`src/rtl/fp2dec_seq.sv`:
```
// Sequencer for the positive-exponent float-to-decimal datapath.
// Accepts one (frac, exp) request, derives the 3k offset, then steps the
// power unit, the multiplier and the negative-k ALU in turn with a per-stage
// watchdog, and returns the outcome over a valid/ready handshake.
//
// Ports:
//   CLK3, RST            clock, asynchronous active-low reset
//   start, frac, exp     conversion request (sampled in IDLE only)
//   busy                 high from accept until the result handshake completes
//   pow_go, pow_exp      power unit start pulse and exponent operand (3k)
//   pow_done             power unit result valid (level)
//   mult_go, mult_done   multiplier start pulse / result valid (level)
//   negk_rst_n           active-low reset to the negative-k ALU
//   negk_done            negative-k ALU outputs valid (level)
//   lt_offset            3k, added downstream to the ALU's lt output
//   frac_q               latched mantissa
//   out_valid, out_ready result handshake
//   err                  qualifies out_valid: a stage timed out
module fp2dec_seq #(
    parameter int unsigned TIMEOUT_CYC = 64,
    parameter int unsigned NEGRST_CYC  = 2
) (
    input  logic        CLK3,
    input  logic        RST,
    input  logic        start,
    input  logic [22:0] frac,
    input  logic [8:0]  exp,
    output logic        busy,
    output logic        pow_go,
    output logic [8:0]  pow_exp,
    input  logic        pow_done,
    output logic        mult_go,
    input  logic        mult_done,
    output logic        negk_rst_n,
    input  logic        negk_done,
    output logic [8:0]  lt_offset,
    output logic [22:0] frac_q,
    output logic        out_valid,
    input  logic        out_ready,
    output logic        err
);

    localparam int unsigned TW = $clog2(TIMEOUT_CYC + 1);
    localparam logic [TW-1:0] TMO_LAST  = TW'(TIMEOUT_CYC - 1);
    localparam logic [TW-1:0] NRST_LAST = TW'(NEGRST_CYC - 1);

    typedef enum logic [2:0] {
        S_IDLE,
        S_POW,
        S_MUL,
        S_NEGRST,
        S_NEG,
        S_DONE,
        S_ERR
    } state_t;

    state_t        state_q;
    logic [TW-1:0] timer_q;
    logic          busy_q;
    logic          pow_go_q;
    logic          mult_go_q;
    logic          negk_q;
    logic          out_valid_q;
    logic          err_q;
    logic [8:0]    k3_q;
    logic [22:0]   frac_lat_q;
    logic [8:0]    k3_d;

    // 3k = 2k + k, carry out of bit 8 dropped.
    assign k3_d = {exp[7:0], 1'b0} + exp;

    // Sequencer FSM; every output is a register. The go pulse registers double
    // as "first cycle in state" flags, where a stale done level is ignored.
    always_ff @(posedge CLK3 or negedge RST) begin
        if (!RST) begin
            state_q     <= S_IDLE;
            timer_q     <= '0;
            busy_q      <= 1'b0;
            pow_go_q    <= 1'b0;
            mult_go_q   <= 1'b0;
            negk_q      <= 1'b0;
            out_valid_q <= 1'b0;
            err_q       <= 1'b0;
            k3_q        <= '0;
            frac_lat_q  <= '0;
        end else begin
            pow_go_q  <= 1'b0;
            mult_go_q <= 1'b0;
            case (state_q)
                S_IDLE: begin
                    negk_q <= 1'b1;
                    if (start) begin
                        frac_lat_q <= frac;
                        k3_q       <= k3_d;
                        busy_q     <= 1'b1;
                        pow_go_q   <= 1'b1;
                        timer_q    <= '0;
                        state_q    <= S_POW;
                    end
                end
                S_POW: begin
                    if (!pow_go_q && pow_done) begin
                        mult_go_q <= 1'b1;
                        timer_q   <= '0;
                        state_q   <= S_MUL;
                    end else if (timer_q == TMO_LAST) begin
                        out_valid_q <= 1'b1;
                        err_q       <= 1'b1;
                        state_q     <= S_ERR;
                    end else begin
                        timer_q <= timer_q + TW'(1);
                    end
                end
                S_MUL: begin
                    if (!mult_go_q && mult_done) begin
                        negk_q  <= 1'b0;
                        timer_q <= '0;
                        state_q <= S_NEGRST;
                    end else if (timer_q == TMO_LAST) begin
                        out_valid_q <= 1'b1;
                        err_q       <= 1'b1;
                        state_q     <= S_ERR;
                    end else begin
                        timer_q <= timer_q + TW'(1);
                    end
                end
                S_NEGRST: begin
                    if (timer_q == NRST_LAST) begin
                        negk_q  <= 1'b1;
                        timer_q <= '0;
                        state_q <= S_NEG;
                    end else begin
                        timer_q <= timer_q + TW'(1);
                    end
                end
                S_NEG: begin
                    if (negk_done) begin
                        out_valid_q <= 1'b1;
                        err_q       <= 1'b0;
                        state_q     <= S_DONE;
                    end else if (timer_q == TMO_LAST) begin
                        out_valid_q <= 1'b1;
                        err_q       <= 1'b1;
                        state_q     <= S_ERR;
                    end else begin
                        timer_q <= timer_q + TW'(1);
                    end
                end
                S_DONE, S_ERR: begin
                    if (out_valid_q && out_ready) begin
                        out_valid_q <= 1'b0;
                        err_q       <= 1'b0;
                        busy_q      <= 1'b0;
                        state_q     <= S_IDLE;
                    end
                end
                default: begin
                    state_q <= S_IDLE;
                end
            endcase
        end
    end

    assign busy       = busy_q;
    assign pow_go     = pow_go_q;
    assign pow_exp    = k3_q;
    assign mult_go    = mult_go_q;
    assign negk_rst_n = negk_q;
    assign lt_offset  = k3_q;
    assign frac_q     = frac_lat_q;
    assign out_valid  = out_valid_q;
    assign err        = err_q;

endmodule

```
`config.mk`:
```
export PLATFORM = sky130hd
export DESIGN_NAME = fp2dec_seq
export DESIGN_NICKNAME = d
export VERILOG_FILES = /design/src/rtl/fp2dec_seq.sv
export SDC_FILE = /design/constraint.sdc
export NUM_CORES = 1
export LEC_CHECK = 0
export CORE_ASPECT_RATIO = 0.6
export CORE_MARGIN = 5
export CORE_UTILIZATION = 50
export DETAILED_ROUTE_END_ITERATION = 7
export PLACE_DENSITY_LB_ADDON = 0.15
export SLEW_MARGIN = 10
export SYNTH_ARGS = -nofsm -noshare
export SYNTH_HDL_FRONTEND = slang
export SYNTH_SLANG_ARGS = --single-unit
```
`constraint.sdc`:
```
create_clock -name CLK3 -period 3 [get_ports CLK3]
set_clock_uncertainty 0.2 [all_clocks]
set_input_delay 0.75 -clock CLK3 [delete_from_list [all_inputs] [get_ports CLK3]]
set_output_delay 0.75 -clock CLK3 [all_outputs]
set_load 0.01 [all_outputs]
```
==> run_results.csv, run 1 <==
group,metric,value,unit
outcome,run_status,"finished, final reports clean",
cts,cts.sinks,48,
logic_synthesis,yosys_warnings,0,
sta,timing.final.crit_period,2.54,ns
logic_synthesis,ys_ff_latch,48,
sta,slew_headroom,53.7,%
logic_synthesis,syn_nets,365,
logic_synthesis,yosysSeqAreaShare,45.3,%
floorplanning,boundaryPins,86,
cts,path_clk_slew,0.09,ns
grt,track_usage,20.3,%
setup_path,cp_cell_sequence,"clkdlybuf4s50_1 -> ha_1 -> inv_1 -> fa_1 -> nor2b_1 -> o21ai_0 -> nand2b_1 -> a21oi_1 -> mux2i_1 -> nand3_1",
layout,drive_above_1_share,5.85,%
logic_synthesis,synth-edff-count,0,
setup_path,start_kind,"input pin",
setup_path,r2r_slack,0.71,ns
grt,gr-total-overflow,0,
job,max-cap-violations,0,
logic_synthesis,synthCells,316,
logic_synthesis,synthFlopType,"dfrtp_1",
cts,htreeDepth,2,
logic_synthesis,async_reset_ff_share,100,%
floorplanning,dieArea,6910,sq um
grt,grt_pass1_vias,2366,
placement,place_hpwl,5.05,mm
cts,cts_tree,"done",
routing,drt-wirelength-per-cell,14.4,microns
setup_path,critPathArrivalTime,2.53,ns
logic_synthesis,synth_mux_area_share,0.378,%
routing,viasPerCell,5.33,
layout,fill_cells,430,
layout,antenna_cells,0,
floorplanning,std_cell_rows,20,
setup_path,crit_fanout,3,
cts,ctsResizeCount,0,
sta,rsz0062_at_grt,"false",
logic_synthesis,netlist_area,2650,sq um
cts,postCtsHoldBufs,0,
grt,grt_max_degree,28,
power_and_ir_drop,p_leak,0.00164,uW
sta,fin_crit_sh,84.6,%
grt,grt_first_pass_wirelength,11.3,mm
cts,postCtsSetupBuffers,0,
setup_path,worst_path_max_delay_cell,"clkdlybuf4s50_1",
placement,gp_congestion,0.887,
layout,area_growth,35.5,%
routing,drc,0,
power_and_ir_drop,max-vdd-ir-drop,0.410,mV
logic_synthesis,synth_top_family_by_area,"simple AND/OR/NAND/NOR gates",
layout,nNetsFinal,441,
logic_synthesis,synth_xor_area_share,2.31,%
sta,slew_violations,0,
worst_hold_path,hold_path_class,"in -> async",
floorplanning,fp.dieH,66.4,microns
grt,grt_antenna_before_repair,0,
routing,route.vias.total,2447,
routing,drt_iter0_markers,106,
logic_synthesis,ys_types,44,
routing,wl,6.62,mm
placement,place.port_buffers,85,
routing,first_pass_iters,4,
sta,worst_pin_slew,0.694,ns
routing,ant_nets,0,
layout,multi_input_comb_area,1280,sq um
power_and_ir_drop,post-layout-total-power,3210,uW
logic_synthesis,synth_fa_ha_area_share,5.00,%
setup_path,critPathMaxStageDelay,0.51,ns
cts,cts_inserted_buffers,5,
sta,fmax,394,MHz
setup_path,worst-endpoint-required,2.99,ns
floorplanning,start_util,51.9,%
sta,setup_tns,0,ns
sta,setup_viol,0,
cts,ctsRootBufferMaster,"clkbuf_8",
power_and_ir_drop,p_per_area,894,nW/um^2
floorplanning,die_x,104,microns
logic_synthesis,syn_area_per_cell,8.39,sq um
cts,clock_path_buffers,2,
setup_path,end_kind,"flip-flop",
sta,finalHoldViolCount,0,
floorplanning,coreArea,5100,sq um
cts,clkLatencyLatePin,0.30,ns
logic_synthesis,synth-compound-area-share,15.6,%
layout,final_util,70.4,%
setup_path,setup.worst_path.class,"in -> reg",
layout,seq_area,1200,sq um
logic_synthesis,synthSimpleGateAreaFrac,25.2,%
[layout by cell type (no fill, tap or decap), types with 7 or more instances in the layout]
cell               n
a21oi_1           10
clkdlybuf4s50_1   84
dfrtp_1           48
ha_1               9
inv_1              9
nand2_1          103
nand3_1           12
nor2_1            15
nor2b_1            7
o21ai_0           23
[synth_stat cells (2+ instances only)]
master    count  area [sq um]
nand2_1     103           387
dfrtp_1      48          1200
o21ai_0      23           115
nor2_1       15          56.3
nand3_1      12          60.1
a21oi_1      10          50.1
buf_4        10          75.1
ha_1          9           113
inv_1         9          33.8
nor2b_1       7          43.8
a31oi_1       6          37.5
buf_2         6          30.0
clkbuf_1      6          22.5
o21ai_1       6          30.0
xnor2_1       4          35.0
and3_1        3          18.8
nand2b_1      3          18.8
nor3_1        3          15.0
nor3b_1       3          22.5
xor2_1        3          26.3
a22o_1        2          17.5
o21bai_1      2          15.0
o31ai_1       2          15.0
[kinds of logic after synthesis]
logic type | Yosys count
compound gates | 64
flops | 48
fa+ha+maj | 10
buf+inv | 32
simple gates | 154
xor+xnor | 7
mux | 1
[worst paths after layout]
| kind | start | endpoint | cells after the start |
|---|---|---|---|
| worst max-delay path | exp[1] | lt_offset[7] | 10 |
| worst min-delay path | RST | frac_q[4] | 1 |
| worst max register to register | state_q[2] | timer_q[4] | 6 |
| worst min register to register | frac_q[22] | frac_q[22] | 2 |
| max in group asynchronous | RST | frac_q[13] | 2 |
| min in group CLK3 | frac_q[22] | frac_q[22] | 2 |
[stage by stage]
stage               cell area, sq um  hold WS, ns  worst slack [ns]  std cells
floorplan                       2650        0.254             0.795        316
finish                          3590        0.223             0.463        459
detailed placement              3500        0.261             0.134        451
global placement                3500        0.257             0.191        451
CTS                             3590        0.238             0.457        459
global route                    3590        0.262             0.354        459
[sequential cells by signal, indices dropped and copies added, names as in the netlist]
register / count
negk_rst_n: 1
frac_q: 23
out_valid: 1
err: 1
pow_go: 1
lt_offset: 9
mult_go: 1
timer_q: 7
state_q: 3
busy: 1
[power by group]
| part | switching [uW] | internal [uW] |
|---|---|---|
| clock network | 219 | 189 |
| registers | 245 | 906 |
| logic | 806 | 850 |
[area by class of cell]
| class | instances | area share, % |
|---|---|---|
| Sequential cell | 48 | 33.4 |
| Tap cell | 66 | 2.30 |
| Inverter | 10 | 1.04 |
| Clock buffer | 6 | 2.30 |
| Clock inverter | 2 | 0.383 |
| Multi-Input combinational cell | 236 | 35.8 |
| Timing Repair Buffer | 91 | 24.8 |
[critical path, delay by kind of cell]
family	cells	cell delay [ns]
compound gates	2	0.16
fa+ha+maj	2	0.59
buf+inv	2	0.56
mux	1	0.15
simple gates	3	0.31
[metal layers]
metal	track usage, %	wire [microns]
met1	26.6	2990
met2	31.2	2860
met3	8.59	722
met5	0	0
met4	4.85	57
(Power assumes the default switching activity.)
==> run 2, diff against run 1 <==
- CORE_UTILIZATION: 50 -> 42
- clock period: 3 -> 2.3 ns (I/O delays scaled with it)
==> run 2 against run 1 <==
Combinational power grew 47%. Critical path depth decreased by 2. Count of clock-buffer cells in the layout is 1 lower. First-iteration DRC count up 93%. Sequential share of layout area is 2.3 points lower. Sequential power is 24% higher. Die area up 17%. Register-to-register slack lost 0.50 ns. Utilization is 7.1 points lower.
==> run_results.csv, run 2 (synthesis gave the netlist of run 1 again) <==
group,metric,value,unit
outcome,run_status,"finished, final reports clean",
layout,area_growth,45.8,%
grt,grt_antenna_before_repair,0,
routing,route.vias.total,2505,
placement,place_hpwl,5.33,mm
floorplanning,start_util,43.4,%
cts,clkLatencyLatePin,0.31,ns
layout,drive_above_1_share,12.3,%
cts,cts.sinks,48,
setup_path,setup.worst_path.class,"in -> reg",
routing,drt-wirelength-per-cell,14.2,microns
placement,placed_cell_area,3700,sq um
setup_path,critPathArrivalTime,2.18,ns
setup_path,crit_fanout,4,
grt,grt_pass1_vias,2290,
sta,setup_ws,0.148,ns
cts,ctsRootBufferMaster,"clkbuf_8",
sta,slew_violations,0,
setup_path,worst-endpoint-required,2.32,ns
layout,layout_common_cells,"nand2_1, clkdlybuf4s50_1, dfrtp_1, buf_4, o21ai_0",
setup_path,end_kind,"flip-flop",
sta,setup_viol,0,
floorplanning,die_x,113,microns
sta,finalHoldViolCount,0,
floorplanning,boundaryPins,86,
floorplanning,std_cell_rows,22,
layout,final_common_cell,"nand2_1",
power_and_ir_drop,max-vdd-ir-drop,0.617,mV
job,max-cap-violations,0,
sta,hold_ws,0.160,ns
placement,pre_cts_ws,-0.378,ns
placement,place.port_buffers,85,
sta,setup_tns,0,ns
routing,ant_nets,0,
grt,gr-total-overflow,0,
cts,htreeDepth,2,
sta,fmax,465,MHz
layout,largest_reg_flops,23,
floorplanning,coreArea,6110,sq um
sta,rsz0062_at_grt,"false",
layout,antenna_cells,0,
routing,drt_iter0_markers,205,
grt,track_usage,17.5,%
layout,nNetsFinal,462,
routing,drc,0,
setup_path,start_kind,"input pin",
routing,viasPerCell,5.03,
cts,path_clk_slew,0.09,ns
power_and_ir_drop,p_leak,0.00179,uW
sta,worst_pin_slew,0.618,ns
grt,grt_max_degree,49,
power_and_ir_drop,p_per_area,1170,nW/um^2
floorplanning,dieArea,8050,sq um
layout,stdcell_area,3860,sq um
placement,gp_congestion,0.855,
cts,cts_tree,"done",
worst_hold_path,hold_path_class,"in -> async",
cts,clock_path_buffers,2,
sta,slew_headroom,58.8,%
cts,cts_inserted_buffers,5,
sta,timing.final.crit_period,2.15,ns
layout,final_util,63.2,%
routing,wl,7.09,mm
grt,grt_first_pass_wirelength,11.5,mm
sta,fin_crit_sh,93.6,%
cts,postCtsHoldBufs,0,
floorplanning,fp.dieH,71.5,microns
routing,first_pass_iters,4,
run 2: per-stage QoR:
| stage | power (uW) | std cells |
|---|---|---|
| CTS | 4530 | 498 |
| detailed placement | 3870 | 490 |
| global route | 4860 | 498 |
| global placement | 3820 | 490 |
| finish | 4510 | 498 |
| floorplan | 2700 | 316 |
run 2: metal layers:
| layer | GRT usage [%] | share of wire [%] | up-vias |
|---|---|---|---|
| met4 | 3.47 | 0.58 | 0 |
| met5 | 0 | 0 | - |
| met2 | 24.9 | 41 | 81 |
| met3 | 5.23 | 8.4 | 5 |
| met1 | 26.3 | 50 | 1178 |
| li1 | - | - | 1241 |
run 2: worst paths after layout:
path,depth (start not counted),start,slack (ns),end
min in group CLK3,2,frac_q[20],0.28,frac_q[20]
min reg2reg,2,frac_q[20],0.28,frac_q[20]
min,2,RST,0.16,out_valid
max in group asynchronous,2,RST,1.28,state_q[2]
max,8,exp[5],0.15,lt_offset[8]
max reg2reg,8,timer_q[0],0.21,timer_q[0]
run 2: area by class of cell:
cell class	instances	area [sq um]
timing repair buffer	112	1080
clock inverter	3	46.3
sequential	48	1200
multi-input combinational	236	1320
tap	84	105
fill	567	2250
inverter	10	37.5
clock buffer	5	68.8
run 2: power breakdown:
| group | total [uW] | leakage (uW) | internal, uW | switching, uW |
|---|---|---|---|---|
| sequential | 1430 | 0.000607 | 1180 | 246 |
| combinational | 2440 | 0.00113 | 1270 | 1170 |
| clock | 641 | 0.0000548 | 328 | 313 |
run 2: critical path, stage by stage:
cell and delay [ns]:
clkdlybuf4s50_1 0.53, ha_4 0.23, nand3_1 0.08, o211ai_1 0.12, nor4_1 0.26, a21oi_1 0.09, xnor2_1 0.13, o21ai_0 0.16
run 2: repair_timing:
item,CTS,global route
pin swaps,0,2
cloned,0,0
setup endpoints to repair,1,3
resized for setup,3,10
setup buffers,0,0
